<file path="src/rtl/bcd_rx_pkg.sv">
// Shared types and constants for the BCD-sequenced serial pattern receiver.
package bcd_rx_pkg;

    typedef enum logic [1:0] {
        FILL = 2'd0,
        HUNT = 2'd1,
        LOCK = 2'd2
    } rx_state_e;

    localparam int FRAME_LEN = 10;
    localparam logic [3:0] BCD_MAX = 4'd9;
    localparam logic [FRAME_LEN-1:0] DEFAULT_PATTERN = 10'b0000111111;

    // Fill count seen on the 9th sample; the 10th sample is evaluated in HUNT.
    localparam logic [3:0] FILL_LAST = 4'(FRAME_LEN - 2);

endpackage

</file>
<file path="src/rtl/bcd_digit_counter.sv">
// Single BCD digit counter (0..9 wrap) with synchronous clear and enable.
module bcd_digit_counter
    import bcd_rx_pkg::*;
(
    input  logic       clk,
    input  logic       rst_n,
    input  logic       clr,
    input  logic       en,
    output logic [3:0] cnt
);

    always_ff @(posedge clk or negedge rst_n) begin
        if (!rst_n) begin
            cnt <= 4'd0;
        end else if (clr) begin
            cnt <= 4'd0;
        end else if (en) begin
            cnt <= (cnt == BCD_MAX) ? 4'd0 : cnt + 4'd1;
        end
    end

endmodule

</file>
<file path="src/rtl/bcd_pattern_rx.sv">
// Serial frame receiver: finds 10-bit frame alignment, tracks BCD bit position,
// checks each frame. Define BCD_RX_ERRCNT_EN to build the saturating err_cnt counter.
//
// state | meaning
// FILL  | shift register filling after reset, no evaluation yet
// HUNT  | sliding-window search for the pattern every cycle
// LOCK  | aligned; frame checked when position 9 is sampled
module bcd_pattern_rx
    import bcd_rx_pkg::*;
#(
    parameter logic [FRAME_LEN-1:0] PATTERN     = DEFAULT_PATTERN,
    parameter int                   LOSS_THRESH = 3
) (
    input  logic       clk,
    input  logic       rst_n,
    input  logic       sdi,
    output logic       locked,
    output logic [3:0] pos,
    output logic       frame_ok,
    output logic       frame_err,
    output logic [7:0] err_cnt
);

    localparam logic [3:0] LOSS_THRESH_W = 4'(LOSS_THRESH);

    rx_state_e            state_q;
    rx_state_e            state_d;
    // SR[0] falls out of the window on every sample, so only SR[9:1] is kept.
    logic [FRAME_LEN-2:0] sr_q;
    logic [FRAME_LEN-1:0] window;
    logic                 frame_match;
    logic [3:0]           fill_cnt;
    logic [3:0]           pos_cnt;
    logic [3:0]           bad_q;
    logic [3:0]           bad_d;
    logic [3:0]           bad_inc;
    logic                 ok_d;
    logic                 err_d;

    assign window      = {sdi, sr_q};
    assign frame_match = (window == PATTERN);
    assign bad_inc     = bad_q + 4'd1;

    always_ff @(posedge clk or negedge rst_n) begin
        if (!rst_n) begin
            sr_q <= '0;
        end else begin
            sr_q <= window[FRAME_LEN-1:1];
        end
    end

    bcd_digit_counter u_fill_cnt (
        .clk   (clk),
        .rst_n (rst_n),
        .clr   (state_q != FILL),
        .en    (state_q == FILL),
        .cnt   (fill_cnt)
    );

    // Wraps 9->0 on its own, so leaving LOCK on loss already lands at 0.
    bcd_digit_counter u_pos_cnt (
        .clk   (clk),
        .rst_n (rst_n),
        .clr   (state_q != LOCK),
        .en    (state_q == LOCK),
        .cnt   (pos_cnt)
    );

    always_ff @(posedge clk or negedge rst_n) begin
        if (!rst_n) begin
            state_q   <= FILL;
            bad_q     <= 4'd0;
            frame_ok  <= 1'b0;
            frame_err <= 1'b0;
        end else begin
            state_q   <= state_d;
            bad_q     <= bad_d;
            frame_ok  <= ok_d;
            frame_err <= err_d;
        end
    end

    always_comb begin
        state_d = state_q;
        bad_d   = bad_q;
        ok_d    = 1'b0;
        err_d   = 1'b0;
        case (state_q)
            FILL: begin
                if (fill_cnt == FILL_LAST) begin
                    state_d = HUNT;
                end
            end
            HUNT: begin
                if (frame_match) begin
                    state_d = LOCK;
                    ok_d    = 1'b1;
                    bad_d   = 4'd0;
                end
            end
            LOCK: begin
                if (pos_cnt == BCD_MAX) begin
                    if (frame_match) begin
                        ok_d  = 1'b1;
                        bad_d = 4'd0;
                    end else begin
                        err_d = 1'b1;
                        if (bad_inc == LOSS_THRESH_W) begin
                            state_d = HUNT;
                            bad_d   = 4'd0;
                        end else begin
                            bad_d = bad_inc;
                        end
                    end
                end
            end
            default: begin
                state_d = FILL;
            end
        endcase
    end

    assign locked = (state_q == LOCK);
    assign pos    = locked ? pos_cnt : 4'd0;

`ifdef BCD_RX_ERRCNT_EN
    logic [7:0] err_cnt_q;

    always_ff @(posedge clk or negedge rst_n) begin
        if (!rst_n) begin
            err_cnt_q <= 8'd0;
        end else if (err_d && (err_cnt_q != 8'hFF)) begin
            err_cnt_q <= err_cnt_q + 8'd1;
        end
    end

    assign err_cnt = err_cnt_q;
`else
    assign err_cnt = 8'd0;
`endif

endmodule
</file>
<file path="config.mk">
export PLATFORM = sky130hd
export DESIGN_NAME = bcd_pattern_rx
export DESIGN_NICKNAME = d
export VERILOG_FILES = /design/src/rtl/bcd_rx_pkg.sv /design/src/rtl/bcd_digit_counter.sv /design/src/rtl/bcd_pattern_rx.sv
export SDC_FILE = /design/constraint.sdc
export NUM_CORES = 1
export LEC_CHECK = 0
export BUFFER_PORTS_ARGS = -buffer_cell sky130_fd_sc_hd__buf_2
export CAP_MARGIN = 20
export CORE_MARGIN = 10
export CORE_UTILIZATION = 55
export CTS_BUF_LIST = sky130_fd_sc_hd__clkbuf_16
export DETAILED_ROUTE_END_ITERATION = 7
export PLACE_DENSITY = 0.76
export SLEW_MARGIN = 20
export SYNTH_ARGS = -nofsm -noshare
export SYNTH_HDL_FRONTEND = slang
export SYNTH_HIERARCHICAL = 1
export SYNTH_SLANG_ARGS = --single-unit
</file>
<file path="constraint.sdc">
create_clock -name clk -period 4.2 [get_ports clk]
set_input_delay 0.42 -clock clk [delete_from_list [all_inputs] [get_ports clk]]
set_output_delay 0.42 -clock clk [all_outputs]
set_load 0.005 [all_outputs]
</file>
[Word level (Yosys, flattened, before mapping)]
Cells that the tools add are included.
Word-level totals
  bits in read-only memories: 0
  latch bits: 0
  memories kept: 0
  memory bits (writable): 0
  register bits after elaboration: 25
  bits of input ports: 3
Operators by class
  mux-type cells: 24
  shifts and indexed selects: 0
  multiply operators: 0
  bitwise logic cells: 0
  reduce and logical (&&, ||, !) cells: 7
  $add $sub $neg: 3
  div/mod/pow operators: 0
  order comparisons: 0
  equal/unequal tests: 13
Operators with widths (count)
  $mux W4: 11
  $add A4 B1 Y4 const B: 3
  $eq A4 B4 Y1 const B: 3
  $eq A10 B6 Y1 const B: 1
  $mux W2: 5
  $ne A2 B2 Y1 const B: 4
  $pmux W4 S2: 1
  $reduce_bool A2 Y1: 4
  $pmux W2 S3: 1
  $mux W1: 5
  $reduce_and A5 Y1: 1
  $eq A4 B2 Y1 const B: 1
  $ne A2 B1 Y1 const B: 2
  $reduce_and A3 Y1: 1
  $eq A2 B1 Y1 const B: 1
  $eq A2 B2 Y1 const B: 1
  $logic_not A2 Y1: 1
  $pmux W1 S2: 1

[Logic depth before layout (Yosys ltp)]
  depth after elaboration: 6
  mapped depth: 7
  gate-level depth less buffers: 6

[Hierarchy]
Netlist, hierarchy kept.
Modules (own cells, without submodules)
  bcd_pattern_rx: area an instance 954.7 sq um, seq. area each 425.4 sq um, instances 1, cells each 91
  bcd_digit_counter at u_pos_cnt: area an instance 237.7 sq um, seq. area each 100.1 sq um, instances 1, cells each 24
  bcd_digit_counter at u_fill_cnt: area an instance 200.2 sq um, seq. area each 100.1 sq um, instances 1, cells each 20

[Least setup slack after synthesis]
OpenSTA, ideal clock, no wires.
  path kind: register to register
  start point: register state_q[0]
  end point: register state_q[1]
  arrival: 1.754 ns
  cell stages (with the launch flop): 8
  library setup time: 0.125 ns
  slack: 2.321 ns
  path through: dfrtp_1 inv_1 ha_1 clkbuf_1 inv_1 o21ai_0 o32a_2 mux2_4
Between the ends
  cells in the longest elaborated chain, start to end: 3
  elaborated cells on any way between the ends: 10
  classes of those cells: eq/ne: 7; mux: 1; reduce/logical: 2
Ends and longest elaborated chain
  start: declaration: RTL line bcd_pattern_rx.sv:26  | rx_state_e state_q;
  start signal: assignment: RTL line bcd_pattern_rx.sv:76  | state_q <= state_d;
  $eq A2 B2 Y1 *
  via locked: RTL line bcd_pattern_rx.sv:17  | output logic locked,
  $ne A2 B1 Y1 (no line) / $ne A2 B2 Y1 (equally long branches)
  $reduce_and A5 Y1 (no line)
Mark *: on every way through the listed nets, which the timed path passes. The rest lies on a longest branch.
A chain may end at the register's enable or synchronous reset.

[Worst setup path in the final report]
  start point: register state_q[0]
  end point: register bad_q[0]
Between the ends
  cells in the longest elaborated chain, start to end: 3
  elaborated cells on any way between the ends: 7
  classes of those cells: eq/ne: 4; mux: 1; reduce/logical: 2
Ends and longest elaborated chain
  $eq A2 B1 Y1 / $eq A2 B2 Y1 (equally long branches): RTL line bcd_pattern_rx.sv:88  | case (state_q)
  $ne A2 B2 Y1 (no line) (tied with other cells)
  $reduce_and A3 Y1 (no line)
  end signal: assignment: RTL line bcd_pattern_rx.sv:72  | bad_q <= 4'd0;
  end signal: assignment: RTL line bcd_pattern_rx.sv:77  | bad_q <= bad_d;
  end: declaration: RTL line bcd_pattern_rx.sv:34  | logic [3:0] bad_q;
Several ways; a longest one is shown, not always the timed one.

==> flow_metrics.py <==
metrics = {
    "run_status": {
        "outcome": "finished clean",
    },
    "worst_hold_path": {
        "hold_path_class": "in2async",
    },
    "global_route": {
        "antenna_found_initial": 0,
        "grt_max_degree": 26,
        "grt_pass1_wl_um": 4505,
        "first_global_vias": 1027,
        "grt_overflow_total": 0,
        "grt_use_total_pct": 10.78,
    },
    "layout": {
        "syn_to_final_growth_pct": 8.985,
        "fin_nets": 158,
        "diodes": 0,
        "drive_gt1_share_pct": 15.86,
    },
    "floorplanning": {
        "die_x_um": 70.32,
        "core-area_um2": 2455,
        "die-area_um2": 4945,
        "io_pins": 18,
        "fp.dieH_um": 70.32,
        "start_util_pct": 56.73,
        "num_rows": 18,
    },
    "synthesis": {
        "synth_edf_count": 0,
        "ys.flop_type": "dfrtp_1",
        "yosys-top-cells-count": "dfrtp_1 (25), ha_1 (9), inv_1 (9)",
        "synth_mux_area_share_pct": 2.516,
        "yosys.area_share.simple_pct": 19.23,
        "synth-xor-area-share_pct": 1.258,
        "syn_avg_cell_area_um2": 10.32,
        "synth_compound_area_share_pct": 16.44,
        "seq_area_frac_synth_pct": 44.92,
        "synthArstFlopShare_pct": 100.0,
        "syn_inst": 135,
        "yosysWarnings": 6,
        "synth_fa_ha_area_share_pct": 8.086,
        "synth.most_common_cell": "dfrtp_1",
        "synth_top_family_by_area": "simple AND/OR/NAND/NOR gates",
        "synth_top_cell_by_area": "dfrtp_1",
        "synth_top_cell_area_share_pct": 44.92,
        "synth-seq-cells": 25,
        "ys_types": 43,
        "synthesis.area_um2": 1393,
        "synthTopCellsByArea": "dfrtp_1 (45%), ha_1 (8.1%), buf_4 (4.3%)",
    },
    "cts": {
        "tritoncts": "done",
        "holdBufCountCts": 0,
        "cts.path.max_buffers": 2,
        "clk_pin_slew_worst_paths_ps": 70,
        "clk_root_buffer_cell": "clkbuf_16",
        "clk_latency_ps": 260,
        "clock-sinks": 25,
        "postCtsResizedCells": 0,
        "cts_made_buffers": 3,
        "postCtsSetupBuffers": 0,
        "cts.htree.levels": 1,
    },
    "placement": {
        "routabilityCongestion": 0.8749,
        "numPortBuffers": 9,
        "dp_hpwl_um": 1980,
    },
    "route": {
        "wl_um": 2638,
        "vias": 1015,
        "drt_iter0_markers": 68,
        "drc": 0,
        "first_pass_iters": 4,
        "viasPerCell": 5.800,
        "ant_nets": 0,
        "wl_per_cell_um": 15.07,
    },
    "timing": {
        "max_slew_margin_pct": 63.62,
        "tightest_slew_ps": 545.8,
        "finalSetupTns_ps": 0,
        "slew_violations": 0,
        "rsz0062_at_grt": "no",
        "fin_skew_ps": 4.123,
        "setup_viol": 0,
        "period_minus_slack_ps": 2063,
        "min_period_over_period_pct": 49.11,
        "fmax_mhz": 484.8,
        "hold_violations": 0,
    },
    "run": {
        "cap_violations": 0,
    },
    "worst_setup_path": {
        "timing.reg2reg.setup_slack_ps": 2140,
        "cp_data_arrival_time_ps": 2230,
        "cp.required_ps": 4370,
        "worst-setup-path-type": "reg2reg",
        "r2r_cells": 6,
        "cp_max_fo": 17,
        "crit_path_start_kind": "flop",
        "endpoint_kind": "flop",
    },
    "power_and_ir_drop": {
        "p_total_mw": 0.7455,
        "p_leak_nw": 0.6943,
        "power_density_nw_per_um2": 491.2,
        "ir_worst_vdd_mv": 0.3199,
    },
}
routing by layer:
layer / vias up / part of all wire, % / GRT usage (%)
met5: - / 0 / 0
li1: 485 / - / -
met4: 0 / 1.9 / 5.263
met3: 6 / 3.5 / 2.542
met1: 507 / 44 / 11.94
met2: 17 / 51 / 18.66
area by class of cell:
cell class | instances | area [um^2]
fill | 205 | 937.1
multi-input combinational | 98 | 691.9
sequential | 25 | 625.6
clock buffer | 3 | 75.07
timing repair buffer | 9 | 45.04
tap | 30 | 37.54
inverter | 9 | 33.78
clock inverter | 1 | 8.758
cells in the final DEF (no fill, tap or decap), types with 2 or more instances in the layout:
| master | n |
|---|---|
| dfrtp_1 | 25 |
| inv_1 | 9 |
| ha_1 | 9 |
| buf_2 | 9 |
| o21ai_0 | 8 |
| conb_1 | 8 |
| nor2_1 | 7 |
| nand2_1 | 7 |
| a21oi_1 | 5 |
| and2_1 | 4 |
| nand3b_1 | 4 |
| nand3_1 | 4 |
| clkbuf_16 | 3 |
| nor4b_1 | 2 |
| a31oi_1 | 2 |
| o31a_1 | 2 |
| o22ai_1 | 2 |
| a21boi_0 | 2 |
| mux2i_1 | 2 |
| nor2b_1 | 2 |
| nand2_2 | 2 |
| xnor2_1 | 2 |
| a211o_1 | 2 |
| a21oi_2 | 2 |
| nand2b_1 | 2 |
power by group:
part           total (mW)  switching [mW]  internal [mW]
sequential          0.301          0.0335          0.267
clock               0.222          0.0902          0.132
combinational       0.223           0.132         0.0912
worst max-delay path, stage by stage, from the launching register on:
cell	delay, ps
dfrtp_1	420
inv_1	110
ha_1	480
inv_1	280
nor2_1	310
nand3_1	150
o311ai_1	230
worst paths after layout:
check,startpoint,to
max in group asynchronous,rst_n,u_fill_cnt/cnt[3]$_DFFE_PN0P_
min in group clk,sdi,sr_q[8]$_DFF_PN0_
min,rst_n,u_pos_cnt/cnt[3]$_DFFE_PN0P_
min reg2reg,sr_q[6]$_DFF_PN0_,sr_q[5]$_DFF_PN0_
max,state_q[0]$_DFFE_PN0P_,bad_q[0]$_DFFE_PN0P_
max reg2reg,state_q[0]$_DFFE_PN0P_,bad_q[0]$_DFFE_PN0P_
through the flow:
stage | setup WS, ps | instances | instance area, um^2 | hold WS, ps | util [%]
6_report | 2137 | 175 | 1518 | 134.9 | 61.82
3_3_place_gp | 2190 | 171 | 1434 | 358.5 | 58.41
2_1_floorplan | 2321 | 142 | 1419 | 124.4 | -
3_5_place_dp | 2144 | 171 | 1434 | 365.5 | 58.41
5_1_grt | 1896 | 175 | 1518 | 179.7 | 61.82
4_1_cts | 2137 | 175 | 1518 | 158.8 | 61.82
cell families (layout without fill, tap and decap cells):
| group | Yosys count | in the layout |
|---|---|---|
| simple gates | 43 | 43 |
| compound gates | 33 | 33 |
| flops | 25 | 25 |
| buf+inv | 19 | 22 |
| fa+ha+maj | 9 | 9 |
| mux | 3 | 3 |
| xor+xnor | 2 | 2 |
| other cells | 1 | 8 |
state kept, by name, summed over array words and instances (netlist names):
register and cells:
state_q 2, u_pos_cnt/cnt 4, bad_q 4, frame_ok 1
sr_q 9, u_fill_cnt/cnt 4, frame_err 1
Note: power is estimated with default switching activity, not from simulation.
